==> src/rtl/rom_pkg.sv <==
// Shared defaults and FSM state encoding for the sequential ROM reader.
package rom_pkg;
  localparam int ROM_WIDTH = 8;
  localparam int ROM_DEPTH = 4;

  typedef enum logic [1:0] {
    IDLE = 2'd0,
    RUN  = 2'd1,
    DONE = 2'd2
  } state_t;
endpackage

==> src/rtl/rom_out_reg.sv <==
// Output word register with valid/ready handshake; load and accept may coincide.
module rom_out_reg #(
  parameter int WIDTH = rom_pkg::ROM_WIDTH
) (
  input  logic             clk,
  input  logic             rst,
  input  logic             capture,
  input  logic [WIDTH-1:0] d,
  input  logic             out_ready,
  output logic [WIDTH-1:0] out_data,
  output logic             out_valid,
  output logic             accept,
  output logic             can_load
);
  assign accept   = out_valid && out_ready;
  // Register is free when empty or being drained this cycle, so stalls never bubble.
  assign can_load = !out_valid || out_ready;

  always_ff @(posedge clk or posedge rst) begin
    if (rst) begin
      out_data  <= '0;
      out_valid <= 1'b0;
    end else if (capture) begin
      out_data  <= d;
      out_valid <= 1'b1;
    end else if (accept) begin
      out_valid <= 1'b0;
    end
  end
endmodule

==> src/rtl/rom_seq_reader.sv <==
// Burst reader: walks an external combinational ROM from start_addr for len words.
module rom_seq_reader
  import rom_pkg::*;
#(
  parameter int WIDTH = ROM_WIDTH,
  parameter int DEPTH = ROM_DEPTH
) (
  input  logic             clk,
  input  logic             rst,
  input  logic             start,
  input  logic [DEPTH-1:0] start_addr,
  input  logic [DEPTH:0]   len,
  output logic [DEPTH-1:0] a,
  input  logic [WIDTH-1:0] q,
  output logic [WIDTH-1:0] out_data,
  output logic             out_valid,
  input  logic             out_ready,
  output logic             busy,
  output logic             done
);
  localparam int CW = DEPTH + 1;
  localparam logic [CW-1:0] MAX_LEN = CW'(2 ** DEPTH);

  state_t        state, state_nx;
  logic [CW-1:0] len_q, iss_cnt, acc_cnt, acc_nx;
  logic          cap, acc, can_load;

  assign cap    = (state == RUN) && (iss_cnt < len_q) && can_load;
  // Completion looks at the count including this cycle's accept so done follows the last word.
  assign acc_nx = acc_cnt + CW'(acc);
  assign busy   = (state != IDLE);
  assign done   = (state == DONE);

  always_comb begin
    state_nx = state;
    case (state)
      IDLE:    if (start) state_nx = RUN;
      RUN:     if (acc_nx == len_q) state_nx = DONE;
      DONE:    state_nx = IDLE;
      default: state_nx = IDLE;
    endcase
  end

  always_ff @(posedge clk or posedge rst) begin
    if (rst) begin
      state   <= IDLE;
      a       <= '0;
      len_q   <= '0;
      iss_cnt <= '0;
      acc_cnt <= '0;
    end else begin
      state <= state_nx;
      if (state == IDLE && start) begin
        a       <= start_addr;
        len_q   <= (len > MAX_LEN) ? MAX_LEN : len;
        iss_cnt <= '0;
        acc_cnt <= '0;
      end else begin
        if (cap) begin
          a       <= a + DEPTH'(1);
          iss_cnt <= iss_cnt + CW'(1);
        end
        if (acc) acc_cnt <= acc_nx;
      end
    end
  end

  rom_out_reg #(.WIDTH(WIDTH)) u_out (
    .clk      (clk),
    .rst      (rst),
    .capture  (cap),
    .d        (q),
    .out_ready(out_ready),
    .out_data (out_data),
    .out_valid(out_valid),
    .accept   (acc),
    .can_load (can_load)
  );
endmodule

==> config.mk <==
export PLATFORM = sky130hd
export DESIGN_NAME = rom_seq_reader
export DESIGN_NICKNAME = d
export VERILOG_FILES = /design/src/rtl/rom_pkg.sv /design/src/rtl/rom_out_reg.sv /design/src/rtl/rom_seq_reader.sv
export SDC_FILE = /design/constraint.sdc
export NUM_CORES = 1
export LEC_CHECK = 0
export BUFFER_PORTS_ARGS = -buffer_cell sky130_fd_sc_hd__buf_2
export CAP_MARGIN = 20
export CORE_UTILIZATION = 53
export CTS_BUF_LIST = sky130_fd_sc_hd__clkbuf_8 sky130_fd_sc_hd__clkbuf_16
export CTS_CLUSTER_SIZE = 25
export DETAILED_ROUTE_END_ITERATION = 8
export PLACE_DENSITY = 0.79
export SKIP_CTS_REPAIR_TIMING = 1
export SYNTH_ARGS = -nofsm -noshare
export SYNTH_HDL_FRONTEND = slang
export SYNTH_SLANG_ARGS = --single-unit
export TNS_END_PERCENT = 50
==> constraint.sdc <==
create_clock -name clk -period 2 [get_ports clk]
set_clock_uncertainty 0.05 [all_clocks]
set_input_delay 0.2 -clock clk [delete_from_list [all_inputs] [get_ports clk]]
set_output_delay 0.2 -clock clk [all_outputs]
set_load 0.005 [all_outputs]
==> results of run 1 <==
final cells by class:
cell class / count / area, sq um
Inverter: 8 / 30.03
Fill cell: 208 / 743.2
Timing Repair Buffer: 48 / 287.8
Sequential cell: 30 / 750.7
Tap cell: 31 / 38.79
Multi-Input combinational cell: 113 / 839.6
Clock inverter: 2 / 8.758
Clock buffer: 6 / 82.58
worst max-delay path, stage by stage (launching register included):
cell     delay, ns
dfrtp_1       0.34
inv_1         0.06
ha_1          0.30
a21oi_1       0.26
o21ai_2       0.17
or4_1         0.49
a31oi_1       0.20
per-stage QoR:
stage | total power, uW | hold slack (ns)
2_1_floorplan | 2120 | 0.2408
6_report | 3575 | 0.09191
4_1_cts | 3164 | -0.06429
3_3_place_gp | 2565 | 0.2391
5_1_grt | 3850 | 0.09826
3_5_place_dp | 2655 | 0.2401
layer usage:
| layer | vias to the layer above | GRT usage, % | part of all wire (%) |
|---|---|---|---|
| met5 | - | 0 | 0 |
| met4 | 0 | 14.98 | 3.2 |
| met3 | 9 | 7.373 | 2.5 |
| met2 | 17 | 41.67 | 52 |
| met1 | 672 | 26.34 | 42 |
| li1 | 663 | - | - |
kinds of logic (layout without fill, tap and decap cells):
logic type               after synthesis  in the layout  synth area share [%]
XOR/XNOR                               8              8                 4.480
AO/OA/AOI/OAI                         34             35                 13.12
adder cells (fa/ha/maj)                8              8                 6.400
multiplexers                           9              9                 6.400
flip-flops                            30             30                 48.00
buffers and inverters                 13             64                 3.199
AND/OR/NAND/NOR                       53             53                 18.40
how the worst max path moves through the flow:
| stage | endpoint | start | cells after the start | slack, ns |
|---|---|---|---|---|
| finish | a[3] | len_q[2] | 6 | 0.04 |
| CTS | u_out.out_data[2] | len_q[4] | 6 | -0.09 |
| global placement | u_out.out_data[4] | len_q[3] | 6 | 0.02 |
| global route | a[3] | len_q[2] | 6 | -0.05 |
| detailed placement | u_out.out_data[2] | len_q[3] | 6 | -0.05 |
| floorplan | u_out.out_data[0] | iss_cnt[2] | 5 | 0.17 |
synthesized netlist by cell type, types with 2 or more instances:
library cell / instances
a21oi_1: 9
a31oi_1: 4
clkbuf_1: 4
dfrtp_1: 30
ha_1: 8
inv_1: 8
mux2_2: 8
nand2_1: 13
nand3_1: 6
nand3b_1: 4
nand4_1: 3
nor2_1: 10
nor3_1: 2
o21ai_0: 11
o31ai_1: 4
or3_1: 3
or4_1: 4
xnor2_1: 2
xor2_1: 6
where the power goes:
group          total [uW]  internal, uW  switching [uW]
registers            1090           879             214
logic                1980          1020             958
clock network         502           272             231
total                3580          2170            1400
state kept, by name (all words and copies together), names as in the netlist:
| register | cells |
|---|---|
| state | 2 |
| u_out.out_data | 8 |
| len_q | 5 |
| iss_cnt | 5 |
| a | 4 |
| acc_cnt | 5 |
| u_out.out_valid | 1 |
==> flow_summary_export.csv, run 1 <==
group,metric,value,unit
placement,post-dp-hpwl,2.433,mm
clock_tree,cts_tree,"done",
yosys,yosysTopAreaCell,"dfrtp_1",
yosys,ys.flop_type,"dfrtp_1",
yosys,synth-edff-count,0,
die,die_area,3172,sq um
finish,layout-drive-gt1-share,34.30,%
finish,nets,235,
sta,max_slew_margin,74.46,%
die,dieWidth,56.32,microns
clock_tree,htree_num_levels,2,
yosys,synth_nets,184,
detailed_routing,drt-pass1-iter-count,4,
worst_hold_path,min_from,"q[4]",
yosys,synth_cells,155,
yosys,syn_area_per_cell,10.09,sq um
detailed_routing,route.detailed.drc,0,
finish,antennaDiodeCount,0,
worst_setup_path,rrSetupSlack,0.04,ns
sta,fmax,508.9,MHz
detailed_routing,wirelength,3.665,mm
worst_hold_path,whs_path_depth,2,
worst_setup_path,r2r-end,"a[3]",
detailed_routing,vias,1361,
yosys,synthDistinctLibCells,35,
finish,syn_to_final_growth,30.32,%
worst_hold_path,hold_class,"primary input to flip-flop",
worst_setup_path,reg2reg_from,"len_q[2]",
die,coreArea,2781,sq um
sta,worst_pin_slew,0.3831,ns
worst_setup_path,cp.required,2.16,ns
finish,stdcell_area,2038,sq um
sta,setup-violations-final,0,
sta,fin_crit,1.965,ns
worst_setup_path,cp.arrival,2.12,ns
detailed_routing,antenna_left,0,
worst_setup_path,critical_path_class,"flip-flop to flip-flop",
worst_setup_path,worstSetupEndpointType,"flip-flop",
worst_setup_path,path_max_fanout,8,
status,status,"complete, no violations",
worst_setup_path,ff2ff_path_depth,6,
sta,postLayoutSetupSlackWorst,0.03515,ns
global_route,grt_max_degree,31,
yosys,syn-cell-area,1564,sq um
yosys,synth_area_leaders,"dfrtp_1 48%, ha_1 6.4%, mux2_2 5.8%, o21ai_0 3.5%, xor2_1 3.4%",
die,initial_core_util,56.23,%
global_route,gr-usage-all-layers,24.38,%
detailed_routing,wire_per_inst,15.40,microns
yosys,synth-async-reset-ratio,100.0,%
finish,fin_cells,238,
clock_tree,clk_pin_slew,0.06,ns
yosys,netlist.area_leader.share,48.00,%
yosys,ys.warnings.count,0,
clock_tree,clk_path_buf_depth,2,
yosys,ys_seq_area_share,48.00,%
global_route,antenna_found_initial,0,
flow_run,maxCapViolCount,0,
worst_setup_path,start_kind,"flip-flop",
finish,final_cell_mix,"35 x buf_2, 30 x dfrtp_1, 12 x nand2_1",
detailed_routing,drtIter0Drc,43,
yosys,ys_seq_elements,30,
placement,placed_area,1818,sq um
die,die_height,56.32,microns
detailed_routing,vias_per_cell,5.718,
power,peakVddDrop,0.001476,V
global_route,gr-total-overflow,0,
sta,grt_setup_unrepaired,"true",
clock_tree,root_buffer,"clkbuf_8",
sta,setup_tns,0,ns
finish,final_util,73.28,%
global_route,grt_first_pass_wirelength,5.761,mm
power,leakagePower,0.0009926,uW
placement,portBuffers,35,
clock_tree,clock_latency,0.29,ns
placement,dpl.cell_count,224,
global_route,grt_pass1_vias,1392,
clock_tree,tritoncts.num_buffers,5,
placement,gp_congestion,0.8314,
placement,pre_cts_ws,-0.05211,ns
worst_hold_path,whs_endpoint,"u_out.out_data[4]",
sta,timing.final.crit_share,98.24,%
clock_tree,cts.sinks,30,
die,ios,36,
die,rows,19,
sta,hold_viol,0,
sta,slew_violations,0,
finish,mostFrequentLayoutCell,"buf_2",
power,powerDensity,1754,nW/um^2
Note: power is estimated with default switching activity, not from simulation.
==> run 2: changes to the inputs <==
--- a/config.mk
+++ b/config.mk
@@ -11,7 +11,9 @@
 export CTS_BUF_LIST = sky130_fd_sc_hd__clkbuf_8 sky130_fd_sc_hd__clkbuf_16
 export CTS_CLUSTER_SIZE = 25
 export DETAILED_ROUTE_END_ITERATION = 8
+export GPL_ROUTABILITY_DRIVEN = 0
 export PLACE_DENSITY = 0.79
+export SETUP_SLACK_MARGIN = 0.05
 export SKIP_CTS_REPAIR_TIMING = 1
 export SYNTH_ARGS = -nofsm -noshare
 export SYNTH_HDL_FRONTEND = slang
==> run 2 against run 1 <==
  * Power is 0.19% lower
  * Sequential cell count stayed put
  * Die area stayed put
  * Utilization is 0.58 points higher
  * Critical path depth stayed put
  * Cell area is 0.80% higher
  * Non-clock buffer count is 1 lower
  * Largest power group unchanged
  * Highest routed layer unchanged
==> flow_summary_export.csv, run 2 (synthesized netlist as in run 1, its figures left out) <==
group,metric,value,unit
detailed_routing,drtIter0Drc,62,
die,die_height,56.32,microns
worst_setup_path,reg2reg_from,"len_q[2]",
flow_run,maxCapViolCount,0,
sta,worst_pin_slew,0.4128,ns
worst_hold_path,whs_endpoint,"u_out.out_data[7]",
sta,grt_setup_unrepaired,"true",
worst_hold_path,hold_class,"primary input to flip-flop",
clock_tree,clk_path_buf_depth,2,
worst_setup_path,r2r-end,"u_out.out_data[2]",
detailed_routing,antenna_left,0,
sta,slew_violations,0,
status,status,"complete, no violations",
worst_setup_path,critical_path_class,"flip-flop to flip-flop",
detailed_routing,wirelength,3.940,mm
sta,setup-violations-final,0,
finish,antennaDiodeCount,0,
detailed_routing,route.detailed.drc,0,
finish,final_cell_mix,"35 x buf_2, 30 x dfrtp_1, 12 x nand2_1",
global_route,grt_pass1_vias,1392,
sta,max_slew_margin,72.47,%
finish,syn_to_final_growth,31.36,%
clock_tree,root_buffer,"clkbuf_8",
worst_setup_path,path_max_fanout,8,
detailed_routing,wire_per_inst,16.62,microns
finish,layout-drive-gt1-share,37.38,%
clock_tree,clock_latency,0.29,ns
clock_tree,cts_tree,"done",
finish,top_register,"u_out.out_data",
sta,setup_tns,0,ns
die,rows,19,
worst_setup_path,rrSetupSlack,0.08,ns
sta,timing.final.crit_share,96.20,%
finish,num-fill-cells,204,
worst_setup_path,worstSetupEndpointType,"flip-flop",
power,leakagePower,0.0009756,uW
global_route,gr-usage-all-layers,24.38,%
sta,fmax,519.8,MHz
finish,mostFrequentLayoutCell,"buf_2",
detailed_routing,drt-pass1-iter-count,4,
worst_setup_path,cp.required,2.12,ns
worst_setup_path,ff2ff_path_depth,6,
finish,ff_latch_area,750.7,sq um
clock_tree,cts.sinks,30,
worst_setup_path,cp.arrival,2.04,ns
finish,nets,234,
worst_hold_path,whs_path_depth,2,
die,coreArea,2781,sq um
clock_tree,htree_num_levels,2,
clock_tree,clk_pin_slew,0.06,ns
power,powerDensity,1737,nW/um^2
global_route,antenna_found_initial,0,
die,dieWidth,56.32,microns
sta,hold_viol,0,
global_route,gr-total-overflow,0,
global_route,grt_first_pass_wirelength,5.761,mm
clock_tree,tritoncts.num_buffers,5,
sta,fin_crit,1.924,ns
worst_hold_path,min_from,"q[7]",
placement,portBuffers,35,
detailed_routing,vias,1395,
die,die_area,3172,sq um
finish,multi_input_area,872.1,sq um
die,initial_core_util,56.23,%
power,peakVddDrop,0.001508,V
finish,final_util,73.86,%
detailed_routing,vias_per_cell,5.886,
die,ios,36,
worst_setup_path,start_kind,"flip-flop",
finish,largest_reg_flops,8,
placement,post-dp-hpwl,2.433,mm
global_route,grt_max_degree,31,
## run 2: changes by cell type in the layout (fill, tap and decap cells not counted), moves of 3 or more
cell / change
a21oi_1: -3
mux2_4: -3
mux2_2: +3
a21oi_2: +3
## run 2: worst max-delay path by stage
| stage | startpoint | to | slack (ns) | depth (start not counted) |
|---|---|---|---|---|
| after detailed placement | len_q[3] | u_out.out_data[2] | -0.05 | 6 |
| after CTS | len_q[4] | u_out.out_data[2] | -0.09 | 6 |
| after global routing | len_q[4] | u_out.out_data[2] | -0.003 | 6 |
| after floorplan | iss_cnt[2] | u_out.out_data[0] | 0.17 | 5 |
| after global placement | len_q[3] | u_out.out_data[4] | 0.02 | 6 |
| final | len_q[2] | u_out.out_data[2] | 0.08 | 6 |
## run 2: routing by layer
metal,share of wire (%),vias up,GRT usage (%)
met2,52,33,41.67
met4,3.0,0,14.98
met3,4.7,12,7.373
met5,0,-,0
li1,-,661,-
met1,40,689,26.34
## run 2: cell type report
type,instances,area share [%]
inverters,8,1.462
well taps,31,1.888
clock inverters,2,0.4263
multi-input cells,113,42.45
clock buffers,6,4.019
flip-flops and latches,30,36.54
repair buffers,47,13.22
## run 2: power by group
group	total (uW)	switching [uW]	internal (uW)
clock network	499	227	272
logic	1960	990	972
registers	1110	228	879
total	3570	1450	2120
## run 2: through the flow
step	cells	power [uW]	setup WS, ns	area, sq um	hold slack, ns
after floorplan	155	2120	0.1749	1564	0.2408
after global placement	224	2565	0.01960	1818	0.2391
after detailed placement	224	2655	-0.05211	1818	0.2401
after CTS	232	3164	-0.08757	1909	-0.06429
after global routing	237	3822	-0.002707	2054	0.09573
final	237	3569	0.07605	2054	0.09772
## run 2: critical path: stages (launching register included)
cell	delay [ns]
dfrtp_1	0.34
inv_1	0.06
ha_1	0.32
a21oi_2	0.20
o21ai_2	0.16
nor2_4	0.29
mux2_2	0.38
==> run 3: changes to the inputs <==
--- a/config.mk
+++ b/config.mk
@@ -7,14 +7,13 @@
 export LEC_CHECK = 0
 export BUFFER_PORTS_ARGS = -buffer_cell sky130_fd_sc_hd__buf_2
 export CAP_MARGIN = 20
-export CORE_UTILIZATION = 53
+export CORE_UTILIZATION = 48
 export CTS_BUF_LIST = sky130_fd_sc_hd__clkbuf_8 sky130_fd_sc_hd__clkbuf_16
 export CTS_CLUSTER_SIZE = 25
 export DETAILED_ROUTE_END_ITERATION = 8
 export GPL_ROUTABILITY_DRIVEN = 0
-export PLACE_DENSITY = 0.79
+export PLACE_DENSITY = 0.75
 export SETUP_SLACK_MARGIN = 0.05
-export SKIP_CTS_REPAIR_TIMING = 1
 export SYNTH_ARGS = -nofsm -noshare
 export SYNTH_HDL_FRONTEND = slang
 export SYNTH_SLANG_ARGS = --single-unit
==> constraint.sdc (replaced) <==
create_clock -name clk -period 1.6 [get_ports clk]
set_clock_uncertainty 0.05 [all_clocks]
set_input_delay 0.16 -clock clk [delete_from_list [all_inputs] [get_ports clk]]
set_output_delay 0.16 -clock clk [all_outputs]
set_load 0.005 [all_outputs]
==> run 3 against run 2 <==
  * The run now ends with negative setup slack left
  * Cell area is 11% higher
  * Wire length is 6.1% higher
  * Utilization is 0.44 points higher
  * Count of clock-buffer cells in the layout stayed put
  * Sequential power is 25% higher
  * Worst hold slack worse by 0.043 ns
  * Critical endpoint is now a[3]
==> flow_summary_export.csv, run 3 (synthesized netlist as in run 1, its figures left out) <==
group,metric,value,unit
die,ios,36,
detailed_routing,vias,1487,
worst_setup_path,worstSetupEndpointType,"flip-flop",
finish,stdcell_area,2287,sq um
sta,max_slew_margin,75.06,%
sta,fin_crit,1.882,ns
finish,layout-drive-gt1-share,46.19,%
clock_tree,clk_pin_slew,0.06,ns
sta,grt_setup_unrepaired,"true",
worst_setup_path,max_stage_delay,0.38,ns
power,combPwrFrac,60.9,%
global_route,gr-total-overflow,0,
sta,hold_viol,0,
clock_tree,cts_tree,"done",
placement,portBuffers,35,
worst_hold_path,min_from,"q[3]",
power,p_total,5183,uW
power,p_int,3115,uW
die,coreArea,3078,sq um
worst_setup_path,crit_family,"compound AO/OA/AOI/OAI gates",
worst_setup_path,crit_chain,"inv_1, ha_1, nand4_1, o211ai_4, buf_6, buf_6, o31ai_2, a31oi_1",
worst_setup_path,path_max_fanout,7,
die,initial_core_util,50.81,%
worst_hold_path,whs_endpoint,"u_out.out_data[3]",
detailed_routing,drt-pass1-iter-count,4,
clock_tree,tritoncts.num_buffers,5,
finish,syn_to_final_growth,46.24,%
sta,worst_pin_slew,0.3742,ns
clock_tree,clk_path_buf_depth,2,
die,die_height,59.08,microns
worst_setup_path,rrSetupSlack,-0.28,ns
clock_tree,root_buffer,"clkbuf_8",
finish,largest_reg_flops,8,
placement,placed_area,1989,sq um
die,dieWidth,59.08,microns
worst_setup_path,critical_path_buf_inv_count,3,
worst_setup_path,cp_common_cell,"buf_6",
worst_hold_path,whs_path_depth,2,
worst_setup_path,start_kind,"flip-flop",
detailed_routing,wirelength,4.181,mm
detailed_routing,antenna_left,0,
worst_setup_path,reg2reg_from,"len_q[1]",
die,rows,20,
clock_tree,htree_num_levels,2,
status,violations,"negative setup slack",
power,switching_share,39.90,%
placement,post-dp-hpwl,2.560,mm
sta,postLayoutSetupSlackWorst,-0.2825,ns
power,powerDensity,2266,nW/um^2
worst_setup_path,r2r-end,"a[3]",
detailed_routing,drtIter0Drc,69,
finish,mostFrequentLayoutCell,"buf_2",
finish,final_util,74.31,%
sta,slew_violations,0,
status,status,"finished with violations",
power,seqPwrFrac,26.9,%
global_route,grt_max_degree,31,
worst_setup_path,critical_path_class,"flip-flop to flip-flop",
finish,antennaDiodeCount,0,
detailed_routing,vias_per_cell,5.569,
global_route,antenna_found_initial,0,
clock_tree,clock_latency,0.28,ns
worst_hold_path,hold_class,"primary input to flip-flop",
power,power_switching,2068,uW
power,peakVddDrop,0.001207,V
worst_setup_path,cp.required,1.75,ns
sta,timing.final.crit_share,117.7,%
clock_tree,cts.sinks,30,
finish,top_register,"u_out.out_data",
die,die_area,3490,sq um
global_route,gr-usage-all-layers,23.49,%
power,clockPowerShare,12.1,%
global_route,grt_first_pass_wirelength,6.016,mm
worst_setup_path,ff2ff_path_depth,8,
flow_run,maxCapViolCount,0,
detailed_routing,wire_per_inst,15.66,microns
sta,setup-violations-final,20,
finish,final_cell_mix,"35 x buf_2, 30 x dfrtp_1, 24 x buf_4",
power,leakagePower,0.001063,uW
worst_setup_path,cp_slowest_cell,"dfrtp_1",
detailed_routing,route.detailed.drc,0,
sta,fmax,531.2,MHz
global_route,grt_pass1_vias,1369,
finish,nets,251,
worst_setup_path,cp.arrival,2.04,ns
## run 3: cell count changes in the layout (fill, tap and decap cells not counted), sizes merged
cell,delta
buf,+18
o211ai,-1
## run 3: area by class of cell
cell class / instances / area (sq um)
clock inverter: 2 / 8.758
fill: 212 / 790.8
sequential: 30 / 750.7
timing repair buffer: 65 / 430.4
inverter: 8 / 30.03
tap: 44 / 55.05
clock buffer: 6 / 82.58
multi-input combinational: 112 / 929.6
## run 3: worst max-delay path by stage
| stage | startpoint | to | slack (ns) | cells after the start |
|---|---|---|---|---|
| floorplan | len_q[4] | a[2] | -0.12 | 6 |
| global placement | iss_cnt[2] | u_out.out_data[5] | -0.24 | 5 |
| finish | len_q[1] | a[3] | -0.28 | 8 |
| CTS | iss_cnt[4] | a[3] | -0.21 | 7 |
| detailed placement | len_q[4] | u_out.out_data[7] | -0.32 | 6 |
| global route | len_q[1] | a[3] | -0.37 | 8 |
## run 3: metrics by stage
step                setup WS, ns  std cells  setup TNS (ns)  hold WS (ns)
floorplan                -0.1157        155          -1.050        0.2008
global placement         -0.2428        249          -3.326        0.1972
detailed placement       -0.3185        249          -4.461        0.2091
CTS                      -0.2089        262          -3.184       0.05419
global route             -0.3714        267          -5.766       0.05524
finish                   -0.2825        267          -4.262       0.05443
## run 3: power groups by stage
stage          combinational, uW  clock [uW]  sequential [uW]
2_1_floorplan               1480           0             1340
3_3_place_gp                2240           0             1330
3_5_place_dp                2320           0             1370
4_1_cts                     2660         635             1360
5_1_grt                     3400         664             1420
6_report                    3160         630             1390
## run 3: layer usage
| metal | up-vias | global-route usage [%] | share of wire [%] |
|---|---|---|---|
| met2 | 47 | 39.29 | 50 |
| met3 | 12 | 6.769 | 4.6 |
| met4 | 0 | 7.483 | 2.3 |
| met1 | 739 | 29.32 | 43 |
| li1 | 689 | - | - |
| met5 | - | 0 | 0 |
## run 3: timing repair
item / 4_1_cts / 5_1_grt
setup endpoints to repair: 20 / 20
buffers inserted: 4 / 5
hold endpoints to repair: 30 / 0
pin swaps: 12 / 10
hold buffers: 1 / 0
gates resized for setup: 11 / 15
